## src/rtl/rv32i_types.sv

```systemverilog
// Shared CPU type package: memory arbiter state and port-select encodings.
package rv32i_types;

    typedef enum logic [2:0] {
        IDLE,
        BUSY_I,
        BUSY_L,
        RESP_I,
        RESP_L
    } arb_state_t;

    typedef enum logic {
        ARB_I,
        ARB_L
    } arb_port_t;

endpackage

```

## src/rtl/cpu_mem_arbiter_if.sv

```systemverilog
// Memory port bundle: request held until a one-cycle resp pulse.
// master = initiator side, slave = responder side.
interface cpu_mem_arbiter_if #(
    parameter int width = 32
);
    logic                 read;
    logic                 write;
    logic [width/8-1:0]   byte_enable;
    logic [width-1:0]     address;
    logic [width-1:0]     wdata;
    logic                 resp;
    logic [width-1:0]     rdata;

    modport master (
        output read, write, byte_enable, address, wdata,
        input  resp, rdata
    );

    modport slave (
        input  read, write, byte_enable, address, wdata,
        output resp, rdata
    );
endinterface

```

## src/rtl/cpu_mem_arbiter.sv

```systemverilog
// Two-initiator memory arbiter: fetch and LSQ ports share one downstream
// memory port, one transaction at a time, round-robin on ties.
module cpu_mem_arbiter
    import rv32i_types::*;
(
    input logic               clk,
    input logic               rst,
    cpu_mem_arbiter_if.slave  i_mem,
    cpu_mem_arbiter_if.slave  lsq_mem,
    cpu_mem_arbiter_if.master mem
);

    arb_state_t state;
    arb_port_t  last_grant;

    logic i_pend;
    logic l_pend;
    logic grant_i;

    // A port is pending on read or write; fetch wins a tie only if LSQ won last.
    always_comb begin
        i_pend  = i_mem.read | i_mem.write;
        l_pend  = lsq_mem.read | lsq_mem.write;
        grant_i = i_pend && (!l_pend || (last_grant == ARB_L));
    end

    // Arbitration FSM; all port-facing and downstream outputs are registered here.
    always_ff @(posedge clk) begin
        if (rst) begin
            state               <= IDLE;
            last_grant          <= ARB_I;
            mem.read            <= 1'b0;
            mem.write           <= 1'b0;
            mem.byte_enable     <= '0;
            mem.address         <= '0;
            mem.wdata           <= '0;
            i_mem.resp          <= 1'b0;
            i_mem.rdata         <= '0;
            lsq_mem.resp        <= 1'b0;
            lsq_mem.rdata       <= '0;
        end else begin
            i_mem.resp   <= 1'b0;
            lsq_mem.resp <= 1'b0;
            case (state)
                IDLE: begin
                    if (grant_i) begin
                        // Read and write together is treated as a write.
                        mem.read        <= i_mem.read & ~i_mem.write;
                        mem.write       <= i_mem.write;
                        mem.byte_enable <= i_mem.byte_enable;
                        mem.address     <= i_mem.address;
                        mem.wdata       <= i_mem.wdata;
                        last_grant      <= ARB_I;
                        state           <= BUSY_I;
                    end else if (l_pend) begin
                        mem.read        <= lsq_mem.read & ~lsq_mem.write;
                        mem.write       <= lsq_mem.write;
                        mem.byte_enable <= lsq_mem.byte_enable;
                        mem.address     <= lsq_mem.address;
                        mem.wdata       <= lsq_mem.wdata;
                        last_grant      <= ARB_L;
                        state           <= BUSY_L;
                    end
                end
                BUSY_I: begin
                    if (mem.resp) begin
                        mem.read    <= 1'b0;
                        mem.write   <= 1'b0;
                        i_mem.resp  <= 1'b1;
                        i_mem.rdata <= mem.rdata;
                        state       <= RESP_I;
                    end
                end
                BUSY_L: begin
                    if (mem.resp) begin
                        mem.read      <= 1'b0;
                        mem.write     <= 1'b0;
                        lsq_mem.resp  <= 1'b1;
                        lsq_mem.rdata <= mem.rdata;
                        state         <= RESP_L;
                    end
                end
                // The finished initiator still holds its request here, so ignore it.
                RESP_I, RESP_L: begin
                    state <= IDLE;
                end
                default: begin
                    state <= IDLE;
                end
            endcase
        end
    end

endmodule

```

## src/flat_wrapper.sv

```systemverilog
// flat-port wrapper written by rule: the top's interface ports become plain ports
module cpu_mem_arbiter_flat import rv32i_types::*;
  (clk, rst, i_mem_read, i_mem_write, i_mem_byte_enable, i_mem_address, i_mem_wdata, i_mem_resp, i_mem_rdata, lsq_mem_read, lsq_mem_write, lsq_mem_byte_enable, lsq_mem_address, lsq_mem_wdata, lsq_mem_resp, lsq_mem_rdata, mem_read, mem_write, mem_byte_enable, mem_address, mem_wdata, mem_resp, mem_rdata);
  cpu_mem_arbiter_if #(.width(32)) i_mem_i ();
  cpu_mem_arbiter_if #(.width(32)) lsq_mem_i ();
  cpu_mem_arbiter_if #(.width(32)) mem_i ();
  input logic clk;
  input logic rst;
  input wire logic [$bits(i_mem_i.read)-1:0] i_mem_read;
  input wire logic [$bits(i_mem_i.write)-1:0] i_mem_write;
  input wire logic [$bits(i_mem_i.byte_enable)-1:0] i_mem_byte_enable;
  input wire logic [$bits(i_mem_i.address)-1:0] i_mem_address;
  input wire logic [$bits(i_mem_i.wdata)-1:0] i_mem_wdata;
  output wire logic [$bits(i_mem_i.resp)-1:0] i_mem_resp;
  output wire logic [$bits(i_mem_i.rdata)-1:0] i_mem_rdata;
  input wire logic [$bits(lsq_mem_i.read)-1:0] lsq_mem_read;
  input wire logic [$bits(lsq_mem_i.write)-1:0] lsq_mem_write;
  input wire logic [$bits(lsq_mem_i.byte_enable)-1:0] lsq_mem_byte_enable;
  input wire logic [$bits(lsq_mem_i.address)-1:0] lsq_mem_address;
  input wire logic [$bits(lsq_mem_i.wdata)-1:0] lsq_mem_wdata;
  output wire logic [$bits(lsq_mem_i.resp)-1:0] lsq_mem_resp;
  output wire logic [$bits(lsq_mem_i.rdata)-1:0] lsq_mem_rdata;
  output wire logic [$bits(mem_i.read)-1:0] mem_read;
  output wire logic [$bits(mem_i.write)-1:0] mem_write;
  output wire logic [$bits(mem_i.byte_enable)-1:0] mem_byte_enable;
  output wire logic [$bits(mem_i.address)-1:0] mem_address;
  output wire logic [$bits(mem_i.wdata)-1:0] mem_wdata;
  input wire logic [$bits(mem_i.resp)-1:0] mem_resp;
  input wire logic [$bits(mem_i.rdata)-1:0] mem_rdata;
  assign i_mem_i.read = i_mem_read;
  assign i_mem_i.write = i_mem_write;
  assign i_mem_i.byte_enable = i_mem_byte_enable;
  assign i_mem_i.address = i_mem_address;
  assign i_mem_i.wdata = i_mem_wdata;
  assign i_mem_resp = i_mem_i.resp;
  assign i_mem_rdata = i_mem_i.rdata;
  assign lsq_mem_i.read = lsq_mem_read;
  assign lsq_mem_i.write = lsq_mem_write;
  assign lsq_mem_i.byte_enable = lsq_mem_byte_enable;
  assign lsq_mem_i.address = lsq_mem_address;
  assign lsq_mem_i.wdata = lsq_mem_wdata;
  assign lsq_mem_resp = lsq_mem_i.resp;
  assign lsq_mem_rdata = lsq_mem_i.rdata;
  assign mem_read = mem_i.read;
  assign mem_write = mem_i.write;
  assign mem_byte_enable = mem_i.byte_enable;
  assign mem_address = mem_i.address;
  assign mem_wdata = mem_i.wdata;
  assign mem_i.resp = mem_resp;
  assign mem_i.rdata = mem_rdata;
  cpu_mem_arbiter u_core (.clk(clk), .rst(rst), .i_mem(i_mem_i), .lsq_mem(lsq_mem_i), .mem(mem_i));
endmodule
```

## config.mk

```make
export PLATFORM = sky130hd
export DESIGN_NAME = cpu_mem_arbiter_flat
export DESIGN_NICKNAME = d
export VERILOG_FILES = /design/src/rtl/rv32i_types.sv /design/src/rtl/cpu_mem_arbiter_if.sv /design/src/rtl/cpu_mem_arbiter.sv /design/src/flat_wrapper.sv
export SDC_FILE = /design/constraint.sdc
export NUM_CORES = 1
export LEC_CHECK = 0
export BUFFER_PORTS_ARGS = -buffer_cell sky130_fd_sc_hd__buf_2
export CORE_AREA = 2 2 122 124
export DETAILED_ROUTE_END_ITERATION = 8
export DIE_AREA = 0 0 124 126
export HOLD_SLACK_MARGIN = 0.03
export PLACE_DENSITY = 0.84
export SYNTH_ARGS = -nofsm -noshare
export SYNTH_HDL_FRONTEND = slang
export SYNTH_SLANG_ARGS = --single-unit
```

## constraint.sdc

```tcl
create_clock -name clk -period 1.7 [get_ports clk]
set_input_delay 0.255 -clock clk [delete_from_list [all_inputs] [get_ports clk]]
set_output_delay 0.255 -clock clk [all_outputs]
set_load 0.01 [all_outputs]
```

==> results of run 1 <==
==> report_power, final <==
| group | total (µW) | internal [µW] | switching, µW |
|---|---|---|---|
| sequential | 3970 | 3730 | 238 |
| combinational | 3020 | 1350 | 1670 |
| clock | 3340 | 1920 | 1420 |
==> per-layer routing <==
layer,part of all wire,GRT usage,vias to the layer above
li1,-,-,2797
met1,0.38,0.216,2579
met2,0.51,0.398,204
met3,0.092,0.0793,20
met4,0.017,0.0687,0
met5,0,0,-
==> sequential cells by signal, indices dropped and copies added, names as in the netlist <==
register	cells
u_core.mem.byte_enable	4
u_core.i_mem.rdata	32
u_core.lsq_mem.resp	1
u_core.mem.wdata	32
u_core.last_grant	1
u_core.mem.read	1
u_core.mem.address	32
u_core.i_mem.resp	1
u_core.state	3
u_core.lsq_mem.rdata	32
u_core.mem.write	1
==> worst max-delay path: stages (launching register included) <==
cell and delay [ps]:
dfxtp_1 330, buf_4 170, nor4bb_4 350, nor2_1 150
a2111o_1 420, a21oi_1 120
==> cells in the final DEF (no fill, tap or decap), drive strengths merged <==
cell type,instances
buf,351
dfxtp,140
nand2,131
nor2,79
a211oi,70
mux2i,68
a21oi,67
clkbuf,21
nand3,4
clkinvlp,4
clkinv,4
inv,4
and2,2
o21ai,2
or4,1
nor3,1
or2,1
nor4bb,1
and4bb,1
a2111oi,1
o22ai,1
a21boi,1
a2bb2oi,1
or2b,1
xnor2,1
a2111o,1
==> cell usage after synthesis, types with 2 or more instances <==
cell type,number,share of area
dfxtp_1,140,0.47
nand2_1,131,0.082
nor2_1,79,0.049
a211oi_2,68,0.14
mux2i_1,68,0.11
a21oi_1,67,0.056
clkbuf_1,28,0.018
buf_6,7,0.013
buf_4,6,0.0075
buf_8,5,0.013
buf_2,4,0.0033
nand3_1,4,0.0033
clkbuf_4,3,0.0038
a211oi_1,2,0.0025
o21ai_0,2,0.0017
==> stage by stage <==
step | worst slack [ps] | instances | setup TNS [ps] | hold WS [ps]
after floorplan | 155 | 630 | 0 | 391
after global placement | -25.4 | 1106 | -38.2 | 438
after detailed placement | -42.9 | 1106 | -292 | 443
after CTS | 12.2 | 1138 | 0 | 71.2
after global routing | 8.80 | 1143 | 0 | 65.7
final | 97.7 | 1143 | 0 | 90.2
==> logic make-up (layout without fill, tap and decap cells) <==
logic type      count (synthesis)  count (layout)
buf+inv                        56             384
flops                         140             140
xor+xnor                        1               1
mux                            68              68
compound gates                144             144
simple gates                  221             222
==> cell type report <==
| class | count | area (µm²) |
|---|---|---|
| fillers | 1231 | 5900 |
| repair buffers | 351 | 1980 |
| multi-input cells | 435 | 2860 |
| clock inverters | 11 | 87.6 |
| inverters | 1 | 3.75 |
| well taps | 184 | 230 |
| clock buffers | 21 | 450 |
| flip-flops and latches | 140 | 2800 |
==> worst min path at each step <==
| stage | startpoint | endpoint | slack (ps) |
|---|---|---|---|
| 6_report | mem_rdata[31] | u_core.lsq_mem.rdata[31] | 90 |
| 5_1_grt | mem_rdata[28] | u_core.i_mem.rdata[28] | 70 |
| 4_1_cts | mem_rdata[12] | u_core.i_mem.rdata[12] | 70 |
| 3_5_place_dp | u_core.i_mem.rdata[10] | u_core.i_mem.rdata[10] | 440 |
| 3_3_place_gp | u_core.lsq_mem.rdata[31] | u_core.lsq_mem.rdata[31] | 440 |
| 2_1_floorplan | mem_rdata[0] | u_core.i_mem.rdata[0] | 390 |
==> timing repair <==
item	CTS	global route
setup endpoints to repair	0	42
hold buffers	0	0
gates resized for setup	0	2
buffers inserted	0	4
==> summary.md, run 1 <==
| Metric | Value |
|---|---|
| Reg2reg end | `u_core.mem.read` |
| Core area | `0.0143 mm²` |
| PortBufs | `310` |
| Max Slew Vio Count | `0` |
| I/O pins | `311` |
| First-pass GRT wire length | `between 20 and 30 mm` |
| Worst setup path startpoint | `u_core.state[2]` |
| Drt drc | `0` |
| RSZ-0062 raised after global routing | `no` |
| DR iter-0 viols | `304` |
| Placer Congestion | `0.794` |
| CTS buffer count | `17` |
| Complex-gate fraction of the synthesized area | `0.210` |
| Ratio of cells with drive above 1 in the final layout | `0.477` |
| Min-delay worst type | `input pin to register` |
| Yosys warns | `0` |
| Slew @ Worst Pin | `520 ps` |
| Routed Wire Length | `~17 mm` |
| Worst setup path category | `register to register` |
| Register area share after synthesis | `0.467` |
| Core Util, Final | `0.588` |
| FP Rows | `44` |
| P&R area growth vs syn | `40.4%` |
| WL/cell | `14.8 µm` |
| Worst EP arrival | `just under 2000 ps` |
| Clk buf depth | `2` |
| Post-Syn Area | `about 0.0060 mm²` |
| ANT cells | `0` |
| Synth Area per Inst | `9.52 µm²` |
| Outcome | `completed` |
| Fin. Hold Viols | `0` |
| Worst vdd ir | `roughly 650 µV` |
| Mapped Nets | `805` |
| Worst setup path end | `u_core.mem.read` |
| Largest net degree at the start of global routing | `55` |
| Post-synth EDFFs | `0` |
| Crit path time final | `1600 ps` |
| Via Count | `5600` |
| Number of global-route vias before repair | `approximately 5400` |
| Remaining global-route overflow | `0` |
| Layout net count | `approximately 1100` |
| Die area | `0.0156 mm²` |
| FF-to-FF setup slack | `roughly 100 ps` |
| Initial antenna violation count | `1` |
| CTS tree | `yes` |
| Synthesized flop and latch total | `140` |
| Setup Skew | `6.87 ps` |
| Cells on Worst Hold Path | `3` |
| Crit start category | `register` |
| Synth async-reset ratio | `0` |
| R2R cell count | `5` |
| Synth Area in Adders | `0` |
| Largest family of logic cells by synthesized area | `compound AO/OA/AOI/OAI gates` |
| Endpoints failing setup | `0` |
| CP max FO | `7` |
| CTS root buffer | `clkbuf_16` |
| RR Startpoint | `u_core.state[2]` |
| DR pass1 iterations | `4` |
| Post-synth top flop | `dfxtp_1` |
| Die extent in x | `roughly 120 µm` |
| Post-synth cell types | `31` |
| Slew HR | `0.653` |
| Post-Syn Instances | `630` |
| Highest Clock Rate | `0.624 GHz` |
| Post-DP HPWL | `12.6 mm` |
| Clock Sinks | `140` |
| Placed Area | `0.00782 mm²` |
| H-tree depth | `4` |
| CTS clk-pin slew, worst paths | `about 60 ps` |
| Global Route Usage Sum | `0.213` |
| Clk Latency, worst-skew pair | `410 ps` |
| Mux share of post-synthesis cell area | `0.114` |
| Antenna-violating nets left | `0` |
| Simple-gate share of the synthesized area | `0.145` |
| Max cap viols | `0` |
| Lkg Pwr | `0.00407 µW` |
| Final Cell Area | `0.00842 mm²` |
| Die Ht | `126 µm` |
| Crit path required time | `just over 2000 ps` |
| Period utilisation layout | `0.943` |
| Initial core utilization | `0.419` |
| Via density | `4.90` |
| XOR/XNOR Fraction of Synth Area | `0.00146` |
| Overall Power | `10300 µW` |
| Pwr/cell area | `1230 mW/mm²` |
| Setup crit end kind | `register` |
(Power assumes the default switching activity.)
==> run 2: changes to the inputs <==
--- a/config.mk
+++ b/config.mk
@@ -6,11 +6,13 @@
 export NUM_CORES = 1
 export LEC_CHECK = 0
 export BUFFER_PORTS_ARGS = -buffer_cell sky130_fd_sc_hd__buf_2
-export CORE_AREA = 2 2 122 124
+export CELL_PAD_IN_SITES_DETAIL_PLACEMENT = 1
+export CELL_PAD_IN_SITES_GLOBAL_PLACEMENT = 2
+export CORE_MARGIN = 2
+export CORE_UTILIZATION = 25
 export DETAILED_ROUTE_END_ITERATION = 8
-export DIE_AREA = 0 0 124 126
 export HOLD_SLACK_MARGIN = 0.03
-export PLACE_DENSITY = 0.84
+export PLACE_DENSITY = 0.88
 export SYNTH_ARGS = -nofsm -noshare
 export SYNTH_HDL_FRONTEND = slang
 export SYNTH_SLANG_ARGS = --single-unit
==> run 2 against run 1 <==
Compared with the run above:
- first-iteration DRC count fell by 50%
- worst setup slack improved by 28 ps
- non-clock buffer count fell by 3
- sequential share of layout area fell by 0.90 points
- clock skew rose by 2.2 ps
- critical path depth fell by 1
- wire length rose by 18%
- sequential power barely moved
- count of clock-buffer cells in the layout fell by 2
- via count rose by 1.6%
- clock power rose by 10%
==> summary.md, run 2 (synthesis results as in run 1) <==
| Metric | Value |
|---|---|
| Outcome | `completed` |
| Core Util, Final | `0.367 (-0.221)` |
| Highest Clock Rate | `0.635 GHz (+1.8%)` |
| Final hold slack | `83.2 ps (-7.02 ps)` |
| Drt drc | `0 (unchanged)` |
| Clock Sinks | `140 (unchanged)` |
| Sequential Power Share | `0.370 (-0.014)` |
| Worst EP arrival | `1870 ps (-70 ps)` |
| Global Route Usage Sum | `0.157 (-0.0564)` |
| P_int | `7280 µW (+4.0%)` |
| Worst path slowest cell | `o21ai_4` |
| Worst setup path startpoint | `u_core.last_grant` |
| WL/cell | `15.7 µm (+5.7%)` |
| Commonest non-fill, non-tap cell in the layout | `buf_2` |
| Pwr/cell area | `1240 mW/mm² (+0.92%)` |
| WP buf/inv | `1 (unchanged)` |
| Post-DP HPWL | `14.9 mm (+18%)` |
| H-tree depth | `4 (unchanged)` |
| Largest net degree at the start of global routing | `47 (-15%)` |
| Die Ht | `159 µm (+26%)` |
| Pre-CTS setup slack | `-4.23 ps (+38.7 ps)` |
| Clk Latency, worst-skew pair | `410 ps (about the same)` |
| HP Start | `mem_rdata[21]` |
| Crit start category | `register` |
| Fillers | `2857 (+130%)` |
| Initial antenna violation count | `4 (+3)` |
| Area of the multi-input gates | `0.00286 mm² (-0.22%)` |
| FP Rows | `56 (+27%)` |
| CTS tree | `yes` |
| Min-delay worst type | `input pin to register` |
| PortBufs | `310 (unchanged)` |
| Slew HR | `0.645 (-0.00790)` |
| Setup Skew | `9.09 ps (+2.22 ps)` |
| Crit path required time | `2000 ps (-40 ps)` |
| CP top delay family | `compound AO/OA/AOI/OAI gates` |
| First-pass GRT wire length | `31.8 mm (+23%)` |
| Lkg Pwr | `0.00411 µW (+0.87%)` |
| Worst-path cell chain | `o21ai_4, buf_12, mux2i_1, a211oi_2` |
| Antenna-violating nets left | `0 (unchanged)` |
| CTS buffer count | `17 (unchanged)` |
| Initial core utilization | `0.255 (-0.164)` |
| Die area | `0.0252 mm² (+62%)` |
| Power share of the clock group | `0.345 (+0.022)` |
| Clk buf depth | `2 (unchanged)` |
| Endpoints failing setup | `0 (unchanged)` |
| Fin. Hold Viols | `0 (unchanged)` |
| CTS clk-pin slew, worst paths | `60 ps (about the same)` |
| Routed Wire Length | `20.0 mm (+18%)` |
| Via density | `4.45 (-9.1%)` |
| DR pass1 iterations | `4 (unchanged)` |
| CTS root buffer | `clkbuf_16` |
| Combinational Power Share | `0.285 (-0.007)` |
| Crit path time final | `1570 ps (-27.8 ps)` |
| Number of global-route vias before repair | `6018 (+11%)` |
| Slew @ Worst Pin | `530 ps (+9.85 ps)` |
| Setup crit end kind | `register` |
| CP max FO | `21 (+14)` |
| RR Startpoint | `u_core.last_grant` |
| DR iter-0 viols | `151 (-50%)` |
| Max cap viols | `0 (unchanged)` |
| Placer Congestion | `0.741 (-6.7%)` |
| P&R area growth vs syn | `44.3%` |
| Most frequent cells in the layout | `buf_2 (309), dfxtp_1 (140), nand2_1 (131)` |
| Final WS setup | `126 ps (+27.8 ps)` |
| Ratio of cells with drive above 1 in the final layout | `0.476 (-0.000597)` |
| Worst vdd ir | `536 µV (-17%)` |
| Slowest cell delay on critical path | `470 ps (+50 ps)` |
| Die extent in x | `159 µm (+28%)` |
| Layout net count | `1118 (-0.27%)` |
| Worst setup path category | `register to register` |
| Max Slew Vio Count | `0 (unchanged)` |
| Via Count | `5689 (+1.6%)` |
| FF+latch area | `0.00280 mm² (unchanged)` |
| Sw power | `3430 µW (+3.2%)` |
| Switching share of power | `0.320 (-0.00170)` |
| Core area | `0.0235 mm² (+64%)` |
| Remaining global-route overflow | `0 (unchanged)` |
| Hold buffers post-CTS | `0 (unchanged)` |
| Period utilisation layout | `0.926 (-0.0163)` |
| I/O pins | `311 (unchanged)` |
## run 2: what timing repair did
| action | 4_1_cts | 5_1_grt |
|---|---|---|
| gates resized for setup | 0 | 1 |
| endpoints found under the setup margin | 0 | 22 |
| setup buffers | 0 | 3 |
## run 2: power by group through the flow
stage	sequential [µW]	clock [µW]	combinational (µW)
6_report	3970	3690	3050
5_1_grt	4030	3980	3340
4_1_cts	3970	3850	3080
3_5_place_dp	4040	0	3070
3_3_place_gp	4020	0	3000
2_1_floorplan	4210	0	1810
## run 2: cell type report
cell class | count | area share
Clock buffer | 19 | 0.0500
Antenna cell | 2 | 0.000579
Sequential cell | 140 | 0.324
Tap cell | 319 | 0.0461
Multi-Input combinational cell | 435 | 0.330
Timing Repair Buffer | 348 | 0.232
Clock inverter | 13 | 0.0166
Inverter | 1 | 0.000434
## run 2: tightest hold or removal path, cell delays in order
cell	delay (ps)
buf_2	100
nand2_1	50
a21oi_1	50
## run 2: metal layers
metal  vias up  GRT usage  part of all wire
met5         -          0            0.0011
met4         4     0.0471             0.015
met3        24     0.0742             0.097
met2       210      0.277              0.49
met1      2661      0.166              0.39
li1       2790          -                 -
## run 2: final timing paths
kind                             to  slack (ps)  cells past startpoint
max          u_core.mem.address[15]         130                      4
min          u_core.i_mem.rdata[21]          80                      3
max reg2reg  u_core.mem.address[15]         130                      4
min reg2reg  u_core.i_mem.rdata[26]         450                      2
## run 2: per-stage QoR
step           instances  power (µW)  setup TNS, ps  cell area, µm²
2_1_floorplan        630        6030              0            6000
3_3_place_gp        1239        7020              0            8030
3_5_place_dp        1239        7120          -6.58            8030
4_1_cts             1271       10900              0            8610
5_1_grt             1276       11300          -15.2            8650
6_report            1277       10700              0            8650
